File: src/rtl/wdt_pkg.sv
// Shared definitions for the multi-channel watchdog: register map, CTRL bits,
// default kick key and the per-channel write-strobe bundle.
package wdt_pkg;

    localparam logic [1:0] REG_CTRL     = 2'd0;
    localparam logic [1:0] REG_TIMEOUT  = 2'd1;
    localparam logic [1:0] REG_KICK     = 2'd2;
    localparam logic [1:0] REG_PRESCALE = 2'd3;

    localparam int CTRL_EN_BIT   = 0;
    localparam int CTRL_LOCK_BIT = 1;

    localparam logic [15:0] DEF_KICK_KEY = 16'hA5C3;

    typedef struct packed {
        logic ctrl;
        logic timeout;
        logic kick;
    } wr_strb_t;

    // Channel-select width; a single channel still needs one select bit.
    function automatic int sel_width(input int n);
        if (n > 1) begin
            return $clog2(n);
        end else begin
            return 1;
        end
    endfunction

endpackage

File: src/rtl/wdt_channel.sv
// One watchdog channel: counter, timeout, enable/lock, sticky warning and timeout.
// Window-mode kick checking is compiled in when WDT_WINDOW_EN is defined.
module wdt_channel
    import wdt_pkg::*;
#(
    parameter int          CNT_W    = 32,
    parameter int          WARN     = 16,
    parameter logic [15:0] KICK_KEY = DEF_KICK_KEY
) (
    input  logic             clk,
    input  logic             rst,
    input  logic             tick,
    input  wr_strb_t         wr,
    input  logic [CNT_W-1:0] wdata,
    output logic [CNT_W-1:0] cnt,
    output logic             pre_irq,
    output logic             wto
);

    localparam logic [CNT_W-1:0] WARN_C = CNT_W'(WARN);

    logic [CNT_W-1:0] cnt_r, cnt_nxt_s, cnt_step_s, inc_s, to_r, to_nxt_s;
    logic             en_r, en_nxt_s, lock_r, lock_nxt_s;
    logic             pre_r, pre_nxt_s, pre_step_s;
    logic             wto_r, wto_nxt_s, wto_step_s;
    logic             fire_s, warn_hit_s, kick_ok_s;

    // Counting step on a tick; a lowered timeout already at or below cnt fires too.
    always_comb begin
        inc_s      = cnt_r + CNT_W'(1);
        fire_s     = (inc_s == to_r) || (cnt_r >= to_r);
        warn_hit_s = (to_r > WARN_C) && (inc_s == (to_r - WARN_C));
        cnt_step_s = cnt_r;
        pre_step_s = pre_r;
        wto_step_s = wto_r;
        if (en_r && !wto_r && tick) begin
            if (fire_s) begin
                wto_step_s = 1'b1;
                cnt_step_s = (inc_s == to_r) ? inc_s : cnt_r;
            end else begin
                cnt_step_s = inc_s;
            end
            if (warn_hit_s) begin
                pre_step_s = 1'b1;
            end else begin
                pre_step_s = pre_r;
            end
        end else begin
            cnt_step_s = cnt_r;
        end
    end

    // Register writes layered over the counting step; writes are mutually exclusive.
    always_comb begin
        kick_ok_s  = wr.kick && (wdata[15:0] == KICK_KEY) && !wto_r;
        cnt_nxt_s  = cnt_step_s;
        pre_nxt_s  = pre_step_s;
        wto_nxt_s  = wto_step_s;
        to_nxt_s   = to_r;
        en_nxt_s   = en_r;
        lock_nxt_s = lock_r;
        if (wr.ctrl && !lock_r) begin
            en_nxt_s   = wdata[CTRL_EN_BIT];
            lock_nxt_s = wdata[CTRL_LOCK_BIT];
            if (wdata[CTRL_EN_BIT]) begin
                cnt_nxt_s = cnt_step_s;
            end else begin
                cnt_nxt_s = '0;
                pre_nxt_s = 1'b0;
                wto_nxt_s = 1'b0;
            end
        end else if (wr.timeout && !lock_r) begin
            to_nxt_s = wdata;
        end else if (kick_ok_s) begin
`ifdef WDT_WINDOW_EN
            if (cnt_r < (to_r >> 2'd2)) begin
                wto_nxt_s = 1'b1;
                cnt_nxt_s = cnt_r;
            end else begin
                cnt_nxt_s = '0;
                pre_nxt_s = 1'b0;
            end
`else
            cnt_nxt_s = '0;
            pre_nxt_s = 1'b0;
`endif
        end else begin
            cnt_nxt_s = cnt_step_s;
        end
    end

    // Channel state registers; timeout resets to all ones so nothing fires early.
    always_ff @(posedge clk or posedge rst) begin
        if (rst) begin
            cnt_r  <= '0;
            to_r   <= '1;
            en_r   <= 1'b0;
            lock_r <= 1'b0;
            pre_r  <= 1'b0;
            wto_r  <= 1'b0;
        end else begin
            cnt_r  <= cnt_nxt_s;
            to_r   <= to_nxt_s;
            en_r   <= en_nxt_s;
            lock_r <= lock_nxt_s;
            pre_r  <= pre_nxt_s;
            wto_r  <= wto_nxt_s;
        end
    end

    assign cnt     = cnt_r;
    assign pre_irq = pre_r;
    assign wto     = wto_r;

endmodule

File: src/rtl/wdt_multi.sv
// Multi-channel watchdog top: shared prescaler, write decode, count readback
// mux and reset request. Optional window mode is selected by WDT_WINDOW_EN.
module wdt_multi
    import wdt_pkg::*;
#(
    parameter int          N_CH     = 2,
    parameter int          CNT_W    = 32,
    parameter int          PRE_W    = 8,
    parameter int          WARN     = 16,
    parameter logic [15:0] KICK_KEY = DEF_KICK_KEY,
    localparam int         SEL_W    = sel_width(N_CH)
) (
    input  logic             clk,
    input  logic             rst,
    input  logic             wen,
    input  logic [SEL_W-1:0] wsel,
    input  logic [1:0]       waddr,
    input  logic [CNT_W-1:0] wdata,
    input  logic [SEL_W-1:0] rsel,
    output logic [CNT_W-1:0] rcnt,
    output logic [N_CH-1:0]  pre_irq,
    output logic [N_CH-1:0]  wto,
    output logic             rst_req
);

    logic [PRE_W-1:0] presc_r, pre_cnt_r;
    logic             tick_s, presc_wr_s, rst_req_r;
    wr_strb_t         strb_s [N_CH];
    logic [CNT_W-1:0] cnt_s  [N_CH];

    assign tick_s     = (pre_cnt_r == presc_r);
    assign presc_wr_s = wen && (waddr == REG_PRESCALE);

    // Shared prescaler; a PRESCALE write restarts the divider phase.
    always_ff @(posedge clk or posedge rst) begin
        if (rst) begin
            presc_r   <= '0;
            pre_cnt_r <= '0;
        end else if (presc_wr_s) begin
            presc_r   <= wdata[PRE_W-1:0];
            pre_cnt_r <= '0;
        end else if (tick_s) begin
            pre_cnt_r <= '0;
        end else begin
            pre_cnt_r <= pre_cnt_r + PRE_W'(1);
        end
    end

    // Per-channel strobes; selects at or beyond N_CH match no channel.
    always_comb begin
        for (int i = 0; i < N_CH; i++) begin
            strb_s[i].ctrl    = wen && (wsel == SEL_W'(i)) && (waddr == REG_CTRL);
            strb_s[i].timeout = wen && (wsel == SEL_W'(i)) && (waddr == REG_TIMEOUT);
            strb_s[i].kick    = wen && (wsel == SEL_W'(i)) && (waddr == REG_KICK);
        end
    end

    for (genvar g = 0; g < N_CH; g++) begin : g_ch
        wdt_channel #(
            .CNT_W    (CNT_W),
            .WARN     (WARN),
            .KICK_KEY (KICK_KEY)
        ) u_ch (
            .clk     (clk),
            .rst     (rst),
            .tick    (tick_s),
            .wr      (strb_s[g]),
            .wdata   (wdata),
            .cnt     (cnt_s[g]),
            .pre_irq (pre_irq[g]),
            .wto     (wto[g])
        );
    end

    // Count readback; unmatched selects read as zero.
    always_comb begin
        rcnt = '0;
        for (int i = 0; i < N_CH; i++) begin
            rcnt = (rsel == SEL_W'(i)) ? cnt_s[i] : rcnt;
        end
    end

    // Reset request follows any timeout by one cycle.
    always_ff @(posedge clk or posedge rst) begin
        if (rst) begin
            rst_req_r <= 1'b0;
        end else begin
            rst_req_r <= |wto;
        end
    end

    assign rst_req = rst_req_r;

endmodule

File: config.mk
export PLATFORM = sky130hd
export DESIGN_NAME = wdt_multi
export DESIGN_NICKNAME = d
export VERILOG_FILES = /design/src/rtl/wdt_pkg.sv /design/src/rtl/wdt_channel.sv /design/src/rtl/wdt_multi.sv
export SDC_FILE = /design/constraint.sdc
export NUM_CORES = 1
export LEC_CHECK = 0
export ABC_CLOCK_PERIOD_IN_PS = 5500
export CAP_MARGIN = 20
export CORE_MARGIN = 2
export CORE_UTILIZATION = 35
export CTS_CLUSTER_SIZE = 14
export DETAILED_ROUTE_END_ITERATION = 10
export PLACE_DENSITY = 0.55
export SLEW_MARGIN = 40
export SYNTH_ARGS = -nofsm -noshare
export SYNTH_HDL_FRONTEND = slang
export SYNTH_HIERARCHICAL = 1
export SYNTH_SLANG_ARGS = --single-unit
File: constraint.sdc
create_clock -name clk -period 5.5 [get_ports clk]
set_input_delay 1.1 -clock clk [delete_from_list [all_inputs] [get_ports clk]]
set_output_delay 1.1 -clock clk [all_outputs]
set_load 0.01 [all_outputs]
==> results of run 1 <==
[cells by family (layout without fill, tap and decap cells)]
logic type / Yosys count / after routing / share of synthesized area
AO/OA/AOI/OAI: 350 / 350 / 0.168
XOR/XNOR: 168 / 168 / 0.118
adder cells (fa/ha/maj): 71 / 71 / 0.0691
buffers and inverters: 163 / 194 / 0.0540
flip-flops: 153 / 153 / 0.304
multiplexers: 50 / 50 / 0.0435
AND/OR/NAND/NOR: 577 / 577 / 0.244
[cells in the mapped netlist (16+ instances only)]
cell type,count,share of area
or3_1,47,0.023
or4_1,26,0.015
nand4_1,45,0.022
and3_1,24,0.012
nor3_1,43,0.017
a21oi_1,89,0.035
mux2_2,47,0.041
nand2_1,152,0.044
clkbuf_1,56,0.016
xor2_1,63,0.043
nand3_1,59,0.023
nor4_1,24,0.012
dfstp_2,64,0.13
dfrtp_1,89,0.17
inv_1,74,0.022
ha_1,71,0.069
a21o_1,19,0.011
a31oi_1,16,0.0078
o21ai_0,129,0.050
nor2_1,78,0.023
xnor2_1,102,0.069
[per-layer routing]
metal,routed length [um],up-vias,global-route usage
li1,-,5600,-
met1,20000,5964,0.324
met2,21200,428,0.387
met3,2170,81,0.0272
met4,1390,0,0.0853
met5,0,-,0
[critical path, delay by kind of cell, from the launching register on]
family                     cells  cell delay (ps)
and+or+nand+nor                6             2580
AOI/OAI and AO/OA              2              560
xor gates and xnor gates       1              210
adders and majority gates      1              280
DFF                            1              490
[final cells by class]
class	instances	area, um2	area share
clock buffers	22	475	0.0327
clock inverters	10	166	0.0114
multi-input cells	1216	8300	0.570
repair buffers	88	843	0.0579
flip-flops and latches	153	3910	0.269
well taps	468	586	0.0402
inverters	74	282	0.0193
[state kept, by name, summed over array words and instances (netlist names), named ones only]
signal,flops
g_ch.u_ch/to_r,64
rst_req,1
pre_cnt_r,8
g_ch.u_ch/wto,2
g_ch.u_ch/lock_r,2
g_ch.u_ch/en_r,2
presc_r,8
g_ch.u_ch/cnt,64
[through the flow]
| step | cell area [um2] | std cells | worst slack (ps) | hold slack [ps] |
|---|---|---|---|---|
| CTS | 14600 | 2031 | 1310 | 510 |
| finish | 14600 | 2031 | 1270 | 516 |
| global placement | 13900 | 1999 | 1430 | 492 |
| detailed placement | 13900 | 1999 | 1300 | 495 |
| floorplan | 12900 | 1532 | 2120 | 472 |
| global route | 14600 | 2031 | 1090 | 536 |
[power groups by stage]
stage	combinational, mW	clock [mW]	sequential, mW
2_1_floorplan	2.15	0	1.90
3_3_place_gp	2.66	0	2.23
3_5_place_dp	2.70	0	2.24
4_1_cts	2.72	1.35	2.23
5_1_grt	3.03	1.39	2.30
6_report	2.75	1.32	2.24
[layout by cell type, fill, tap and decap left out, types with 7 or more instances in the layout]
master / instances
dfstp_2: 64
and4_1: 11
a21oi_1: 89
dfrtp_1: 89
a31oi_1: 16
clkdlybuf4s50_1: 74
and2_1: 8
ha_1: 71
inv_1: 72
xnor2_1: 102
clkbuf_16: 18
buf_4: 13
nand2_1: 152
nand3_1: 59
a221oi_1: 7
nor2_1: 78
or2_2: 9
nor4_1: 23
nand2b_1: 11
a31o_2: 9
and3_1: 24
a21o_1: 19
a31o_1: 8
xor2_1: 63
or4_1: 26
o211ai_1: 11
o21ai_0: 129
nand4_1: 45
or3_1: 47
mux2_2: 47
a211oi_1: 15
nor3_1: 42
[worst paths after layout]
check	startpoint	cells past startpoint	to
worst max-delay path	g_ch[0].u_ch/cnt[1]	10	g_ch[0].u_ch/cnt[11]
worst min-delay path	g_ch[0].u_ch/en_r	1	g_ch[0].u_ch/en_r
worst max register to register	g_ch[0].u_ch/cnt[1]	10	g_ch[0].u_ch/cnt[11]
worst min register to register	g_ch[0].u_ch/en_r	1	g_ch[0].u_ch/en_r
max in group asynchronous	rst	3	g_ch[0].u_ch/to_r[23]
min in group asynchronous	rst	2	g_ch[1].u_ch/lock_r
==> results.md, run 1 <==
- Run status: finished, final reports clean
- Drt wl/cell: ~22 um
- Syn_area_per_cell: 8.40 um2
- Number of enable flip-flop cells after synthesis: 0
- Initial Utilization: 0.353
- Clk pin slew, worst setup/hold paths: 70 ps
- H-Tree Level Count: 4
- Internal power: 3.63 mW
- CP max FO: 61
- Critical Path RT: around 5900 ps
- Mapped Area: roughly 0.013 mm2
- Ports: 76
- CP max-delay cell: or4_1
- Post-CTS setup buffer count: 0
- #FFs+latches synth: around 150
- CP cell instances: ha_1 > nand4_1 > or4_1 > nor4_1 > xnor2_1 > nand3_1 > or4_1 > o2bb2a_4 > or4_1 > a21oi_1
- I/O Buffers: 75
- Slew Viols, Final: 0
- Chip width: 196 um
- Reg power frac: 0.355
- Combinational Power Share: 0.436
- Post-layout util: 0.400
- Setup TNS: 0 ps
- ANT cells: 0
- Vias in the first global route: between 10,000 and 15,000
- # setup viols final: 0
- Detailed placer's ending HPWL: roughly 34,000 um
- Synth cell types: between 70 and 80
- Die height: ~200 um
- P&R area growth vs syn: 13.2%
- Final-report hold violation count: 0
- Reg2reg setup slack: roughly 1300 ps
- Clock tree sinks: ~150
- Syn Nets: approximately 1,600
- TritonCTS clock tree: done
- Slew margin rel.: 0.409
- Cell Pwr Density: between 400 and 500 mW/mm2
- Worst setup EP type: flip-flop
- Hold buffer count at CTS: 0
- RePlAce Congestion: ~0.94
- Period utilization: 0.768
- Cts repair resizes: 0
- Initial antenna violation count: 0
- Nets: 1,660
- Leak: approximately 5.6 nW
- Filler cell count: about 3,700
- Switch share: 0.425
- Share of layout cells above drive strength 1: 0.129
- Vias/cell: 5.94
- Total congestion overflow: 0
- Final WL: about 45,000 um
- Switching power total: about 2.7 mW
- WS Path Type: reg -> reg
- Total GRT Usage: 0.236
- Clk_lat worst skew: 460 ps
- Max Cap Viol: 0
- Router iterations before antenna repair: 5
- Rows: 70
- Asr flop ratio synth: 1.00
- Sequential share of the synthesized area: 0.304
- First-pass GRT wire length: just under 70,000 um
- DR iter-0 viols: 1,175
- Clock Power Share: 0.209
- Arrival time worst endpoint: 4600 ps
- Crit-path max cell delay: 830 ps
- Syn. warnings: 6
- Clock buffer depth: 2
- Residual DRC: 0
- DR vias: around 12,000
- Post-route ant nets: 0
- FMAX: roughly 240 MHz
- Unrepaired setup endpoints after global routing: false
- Startpoint Class: flip-flop
- Final min period: ~4200 ps
- Largest net degree at the start of global routing: 64
- Syn Inst Count: ~1,500
- VDD IR max: between 0.0002 and 0.00025 V
- Worst slew pin tran: around 880 ps
- Skew final: around 12 ps
- Main synth FF type: dfrtp_1
- CTS root buf: clkbuf_16
- Die ar.: about 0.038 mm2
- Hold Crit Class: reg -> reg
- Most used cell, CP: or4_1
- Final Total Pwr: roughly 6.3 mW
- CTS Buf Count: 17
- Core area: approximately 0.036 mm2
(Power assumes the default switching activity.)
==> run 2: changes to the inputs <==
--- a/config.mk
+++ b/config.mk
@@ -5,7 +5,7 @@
 export SDC_FILE = /design/constraint.sdc
 export NUM_CORES = 1
 export LEC_CHECK = 0
-export ABC_CLOCK_PERIOD_IN_PS = 5500
+export ABC_CLOCK_PERIOD_IN_PS = 3980
 export CAP_MARGIN = 20
 export CORE_MARGIN = 2
 export CORE_UTILIZATION = 35
==> constraint.sdc (replaced) <==
create_clock -name clk -period 3.98 [get_ports clk]
set_input_delay 0.796 -clock clk [delete_from_list [all_inputs] [get_ports clk]]
set_output_delay 0.796 -clock clk [all_outputs]
set_load 0.01 [all_outputs]
==> run 2 against run 1 <==
Net effect: clock skew barely moved; total power rose by 37%; final cell count rose by 2.4%; register-to-register slack got worse by 1000 ps; largest cell class unchanged.
==> results.md, run 2 (synthesized netlist as in run 1, its figures left out) <==
- Hold buffer count at CTS: 0 (unchanged)
- Startpoint Class: flip-flop
- I/O Buffers: 75 (unchanged)
- Worst slew pin tran: 743 ps (-140 ps)
- Initial antenna violation count: 0 (unchanged)
- DR iter-0 viols: 874 (-26%)
- Router iterations before antenna repair: 6 (+1)
- Combinational Power Share: 0.469 (+0.033)
- H-Tree Level Count: 4 (unchanged)
- Slew Viols, Final: 0 (unchanged)
- Vias/cell: 5.77 (-2.9%)
- WS Path Type: reg -> reg
- DR vias: 12,011 (-0.51%)
- Commonest non-fill, non-tap cell in the layout: nand2_1
- Commonest non-fill, non-tap cells in the layout: 152 x nand2_1, 129 x o21ai_0, 102 x xnor2_1
- Cell Pwr Density: 583 mW/mm2 (+34%)
- Final Total Pwr: 8.67 mW (+37%)
- CTS root buf: clkbuf_16
- Rows: 70 (unchanged)
- Run status: finished, final reports clean
- Max Cap Viol: 0 (unchanged)
- GRT met2 Usage: 0.385 (-0.00132)
- P&R area growth vs syn: 15.6%
- RePlAce Congestion: 0.923 (-1.4%)
- Arrival time worst endpoint: 4110 ps (-490 ps)
- Most Used Layer, Global Route: met2
- Reg power frac: 0.343 (-0.012)
- CP max FO: 61 (unchanged)
- Die ar.: 0.0383 mm2 (unchanged)
- Clk pin slew, worst setup/hold paths: 60 ps (about the same)
- Slew margin rel.: 0.505 (+0.0953)
- # setup viols final: 0 (unchanged)
- WHS: 513 ps (-3.84 ps)
- Switch share: 0.429 (+0.00444)
- Unrepaired setup endpoints after global routing: false
- VDD IR max: 0.000361 V (+57%)
- Met1 usage: 0.310 (-0.0141)
- Share of layout cells above drive strength 1: 0.156 (+0.0277)
- Post-CTS setup buffer count: 0 (unchanged)
- Final WL: 44,500 um (-0.69%)
- Initial Utilization: 0.353 (unchanged)
- Residual DRC: 0 (unchanged)
- CTS Buf Count: 17 (unchanged)
- Worst setup EP type: flip-flop
- Drt wl/cell: 21.4 um (-3.0%)
- Clk_lat worst skew: 450 ps (about the same)
- Final min period: 3740 ps (-487 ps)
- Largest net degree at the start of global routing: 64 (unchanged)
- Cts repair resizes: 0 (unchanged)
- First-pass GRT wire length: 69,000 um (-0.84%)
- Internal power: 4.95 mW (+36%)
- Ports: 76 (unchanged)
- Clock tree sinks: 153 (unchanged)
- Clock buffer depth: 2 (unchanged)
- Grt met3 use: 0.0270 (-0.000172)
- Post-route ant nets: 0 (unchanged)
- Vias in the first global route: 11,720 (+2.1%)
- Critical Path RT: 4350 ps (-1530 ps)
- Nets: 1,709 (+3.0%)
- FMAX: 268 MHz (+13%)
- Clock Power Share: 0.188 (-0.021)
- Switching power total: 3.72 mW (+39%)
- TritonCTS clock tree: done
- Leak: 5.82 nW (+4.1%)
- Setup TNS: 0 ps (unchanged)
- Final-report hold violation count: 0 (unchanged)
- ANT cells: 0 (unchanged)
- Total GRT Usage: 0.233 (-0.00387)
- Chip width: 196 um (unchanged)
- Core area: 0.0364 mm2 (unchanged)
- Period utilization: 0.939 (+0.171)
- Skew final: 12.7 ps (+0.308 ps)
- Detailed placer's ending HPWL: 34,300 um (+2.0%)
- Hold Crit Class: reg -> reg
- Post-layout util: 0.408 (+0.00855)
- Die height: 196 um (unchanged)
- Total congestion overflow: 0 (unchanged)
==> run 2: power by group through the flow <==
| stage | sequential, mW | combinational, mW | clock (mW) |
|---|---|---|---|
| after floorplan | 2.62 | 2.97 | 0 |
| final | 2.97 | 4.07 | 1.63 |
| after global placement | 2.97 | 3.95 | 0 |
| after global routing | 3.05 | 4.52 | 1.72 |
| after CTS | 2.95 | 4.05 | 1.66 |
| after detailed placement | 2.97 | 4.03 | 0 |
==> run 2: worst max-delay path, cell delays in order (launching register included) <==
cell	delay, ps
dfrtp_1	570
inv_1	70
or4_1	690
or4_4	610
xnor2_1	300
and3_1	210
nand4_1	140
o2bb2a_4	430
or4_1	470
a21oi_1	160
==> run 2: path summary, 6_finish.rpt <==
check / start / endpoint / slack, ps / cells after the start
min in group asynchronous: rst / g_ch[1].u_ch/cnt[1] / 800 / 2
max in group asynchronous: rst / g_ch[1].u_ch/to_r[28] / 2370 / 3
worst max-delay path: g_ch[0].u_ch/cnt[13] / g_ch[0].u_ch/cnt[20] / 240 / 9
worst min register to register: g_ch[0].u_ch/en_r / g_ch[0].u_ch/en_r / 510 / 1
worst min-delay path: g_ch[0].u_ch/en_r / g_ch[0].u_ch/en_r / 510 / 1
worst max register to register: g_ch[0].u_ch/cnt[13] / g_ch[0].u_ch/cnt[20] / 240 / 9
==> run 2: final cells by class <==
| type | count | area (um2) |
|---|---|---|
| sequential | 153 | 3910 |
| tap | 468 | 586 |
| clock inverter | 9 | 57.6 |
| clock buffer | 23 | 510 |
| multi-input combinational | 1217 | 8310 |
| inverter | 74 | 280 |
| fill | 3723 | 21600 |
| timing repair buffer | 136 | 1220 |
==> run 2: metrics by stage <==
step | cell area [um2] | std cells | setup WS [ps]
CTS | 14800 | 2079 | 245
finish | 14900 | 2080 | 242
detailed placement | 14300 | 2047 | 237
floorplan | 12900 | 1532 | 601
global placement | 14300 | 2047 | 270
global route | 14900 | 2080 | 29.8
==> run 2: per-layer routing <==
metal,vias to the layer above,part of all wire
li1,5698,-
met1,5903,0.45
met2,329,0.48
met3,81,0.039
met4,0,0.035
met5,-,0
==> run 3: changes to the inputs <==
--- a/config.mk
+++ b/config.mk
@@ -15,5 +15,4 @@
 export SLEW_MARGIN = 40
 export SYNTH_ARGS = -nofsm -noshare
 export SYNTH_HDL_FRONTEND = slang
-export SYNTH_HIERARCHICAL = 1
 export SYNTH_SLANG_ARGS = --single-unit
==> run 3 against run 2 <==
Net effect: register-to-register slack worse by 90 ps; setup slack lost 93 ps; largest cell class unchanged; worst hold slack worse by 6.4 ps; largest power group unchanged; sequential power decreased by 21%; clock skew shrank 2.3 ps; first-iteration DRC count is 9.0% higher; utilization is 0.44 points higher; die area up 2.2%.
==> results.md, run 3 <==
- Post-synthesis simple-gate area fraction: 0.246 (+0.00203)
- Total GRT Usage: 0.231 (-0.00167)
- Commonest non-fill, non-tap cell in the layout: nand2_1
- Slew Viols, Final: 0 (unchanged)
- DR iter-0 viols: 953 (+9.0%)
- Unrepaired setup endpoints after global routing: false
- Skew final: 10.4 ps (-2.28 ps)
- Setup TNS: 0 ps (unchanged)
- Nets: 1,734 (+1.5%)
- Initial antenna violation count: 0 (unchanged)
- Clk_lat worst skew: 460 ps (about the same)
- H-Tree Level Count: 4 (unchanged)
- Final Total Pwr: 6.59 mW (-24%)
- Syn_area_per_cell: 8.54 um2 (+1.7%)
- Most frequent cell after synthesis: nand2_1
- Switching power total: 2.63 mW (-29%)
- Period utilization: 0.963 (+0.0234)
- Die height: 198 um (+1.1%)
- Share of layout cells above drive strength 1: 0.175 (+0.0184)
- Worst setup EP type: flip-flop
- WHS: 506 ps (-6.43 ps)
- Syn. warnings: 0 (-6)
- Reg power frac: 0.357 (+0.014)
- Layout Cell Area excl Fill: 0.0154 mm2 (+3.5%)
- Worst setup margin: 149 ps (-93.1 ps)
- Mux cell area share after synthesis: 0.0756 (+0.0321)
- Post-route non-filler standard cell count: 2,111 (+1.5%)
- Post-CTS setup buffer count: 0 (unchanged)
- Clock Power Share: 0.254 (+0.066)
- Die ar.: 0.0391 mm2 (+2.2%)
- Arrival time worst endpoint: 4180 ps (+70 ps)
- # setup viols final: 0 (unchanged)
- First-pass GRT wire length: 69,400 um (+0.60%)
- #FFs+latches synth: 153 (unchanged)
- Number of enable flip-flop cells after synthesis: 0 (unchanged)
- Asr flop ratio synth: 1.00 (unchanged)
- Largest net degree at the start of global routing: 121 (+89%)
- ANT cells: 0 (unchanged)
- Worst slew pin tran: 827 ps (+83.6 ps)
- Internal power: 3.97 mW (-20%)
- Syn Nets: 1,651 (+0.55%)
- Chip width: 198 um (+1.1%)
- CP max FO: 8 (-87%)
- Combinational family with the most area after synthesis: simple AND/OR/NAND/NOR gates
- Cell Pwr Density: 428 mW/mm2 (-26%)
- Router iterations before antenna repair: 5 (-1)
- Sequential share of the synthesized area: 0.297 (-0.00671)
- Clk pin slew, worst setup/hold paths: 70 ps (about the same)
- Dpl ws: 252 ps (+15.2 ps)
- Combinational Power Share: 0.389 (-0.080)
- Filler cell count: 3,724 (+0.027%)
- Synth cell types: 83 (+7.8%)
- Final WL: 44,600 um (about the same)
- VDD IR max: 0.000194 V (-46%)
- Rows: 71 (+1.4%)
- Post-layout util: 0.413 (+0.00444)
- Residual DRC: 0 (unchanged)
- RePlAce Congestion: 0.973 (+5.4%)
- Detailed placer's ending HPWL: 34,300 um (about the same)
- P&R area growth vs syn: 17.0%
- Post-route ant nets: 0 (unchanged)
- Clock buffer depth: 2 (unchanged)
- Core area: 0.0373 mm2 (+2.4%)
- Mapped Area: 0.0132 mm2 (+2.3%)
- Final min period: 3830 ps (+93.1 ps)
- Compound-Gate Fraction of Synth Area: 0.154 (-0.0143)
- Commonest non-fill, non-tap cells in the layout: 138 x nand2_1, 99 x xnor2_1, 89 x dfrtp_1
- I/O Buffers: 75 (unchanged)
- Yosys top cell by area: dfrtp_1
- Switch share: 0.398 (-0.0307)
- Syn Inst Count: 1,541 (+0.59%)
- XOR/XNOR Fraction of Synth Area: 0.105 (-0.0130)
- Dominant cells by area after synthesis: dfrtp_1 17%, dfstp_2 13%, ha_1 6.8%
- DP Cell Count: 2,079 (+1.6%)
- Placement Cell Area: 0.0148 mm2 (+3.7%)
- Startpoint Class: flip-flop
- Main synth FF type: dfrtp_1
- Vias in the first global route: 11,903 (+1.6%)
- Max Cap Viol: 0 (unchanged)
- Share of the synthesized area in the top cell type: 0.169 (-0.00382)
- DR vias: 12,142 (+1.1%)
- Total congestion overflow: 0 (unchanged)
- TritonCTS clock tree: done
- Ports: 76 (unchanged)
- WS Path Type: reg -> reg
- Leak: 6.36 nW (+9.2%)
- Drt wl/cell: 21.1 um (-1.4%)
- Final-report hold violation count: 0 (unchanged)
- FMAX: 261 MHz (-2.4%)
- Clock tree sinks: 153 (unchanged)
- Critical Path RT: 4330 ps (-20 ps)
- Commonest cells post-synth: 138 x nand2_1, 99 x xnor2_1, 89 x dfrtp_1
- CTS root buf: clkbuf_16
- Adder-cell share of the synthesized area: 0.0675 (-0.00152)
- Slew margin rel.: 0.444 (-0.0608)
- Hold Crit Class: reg -> reg
- Initial Utilization: 0.353 (-0.000508)
- Run status: finished, final reports clean
- Vias/cell: 5.75 (-0.39%)
- CTS Buf Count: 17 (unchanged)
## run 3: cell types whose count changed after synthesis, moves of 9 or more
| cell | delta |
|---|---|
| inv_1 | +13 |
| nand2_1 | -14 |
| o21ai_0 | -43 |
| or4b_1 | +11 |
| xor2_1 | -10 |
| or3_1 | -13 |
| a21o_1 | +12 |
| o211ai_1 | +12 |
| mux2_2 | +28 |
| nor4_1 | +17 |
| nor3_1 | -9 |
| a21oi_1 | -19 |
| nor2b_1 | +10 |
| mux2i_1 | +12 |
## run 3: final cells by class
class	instances	area, um2	share of cell area
inverter	87	330	0.0215
clock buffer	18	439	0.0285
timing repair buffer	156	1430	0.0928
clock inverter	14	140	0.00910
sequential	153	3910	0.254
tap	474	593	0.0385
multi-input combinational	1209	8550	0.556
## run 3: critical path, stage by stage (launching register included)
cell,delay (ps)
dfrtp_1,530
nand4_2,230
nor4_1,770
xnor2_1,200
or4_1,520
a22o_1,190
nor4_1,420
nand4_1,130
or4_1,470
o21ai_0,260
## run 3: power by group through the flow
stage / Clock (mW) / Combinational, mW / Sequential, mW
final: 1.68 / 2.56 / 2.36
after global routing: 1.79 / 2.81 / 2.40
after global placement: 0 / 2.49 / 2.36
after CTS: 1.73 / 2.54 / 2.35
after floorplan: 0 / 1.89 / 2.13
after detailed placement: 0 / 2.53 / 2.37
## run 3: metal layers
layer,track usage,wire (um),share of wire,vias to the layer above
met5,0,0,0,-
met1,0.314,20500,0.46,5926
met2,0.369,20800,0.47,335
met4,0.0925,1560,0.035,0
li1,-,-,-,5796
met3,0.0339,1760,0.039,85
## run 3: path summary, 6_finish.rpt
check | startpoint | to | slack, ps | depth (start not counted)
setup / recovery | g_ch[1].u_ch.cnt[3] | flip-flop | 150 | 9
hold / removal | g_ch[0].u_ch.lock_r | g_ch[0].u_ch.lock_r | 510 | 1
setup reg to reg | g_ch[1].u_ch.cnt[3] | flip-flop | 150 | 9
hold reg to reg | g_ch[0].u_ch.lock_r | g_ch[0].u_ch.lock_r | 510 | 1
max in group asynchronous | rst | pre_cnt_r[6] | 2390 | 3
min in group asynchronous | rst | g_ch[0].u_ch.to_r[20] | 860 | 2
## run 3: logic make-up (layout without fill, tap and decap cells)
logic type	count (synthesis)	count (layout)
and+or+nand+nor	585	585
muxes	90	90
adders and majority gates	71	71
DFF	153	153
AOI/OAI and AO/OA	309	309
buffers and inverters	179	275
xor gates and xnor gates	154	154
## run 3: repair_timing
action | in CTS | in global routing
resized for setup | 0 | 1
setup endpoints to repair | 0 | 19
hold buffers | 0 | 0
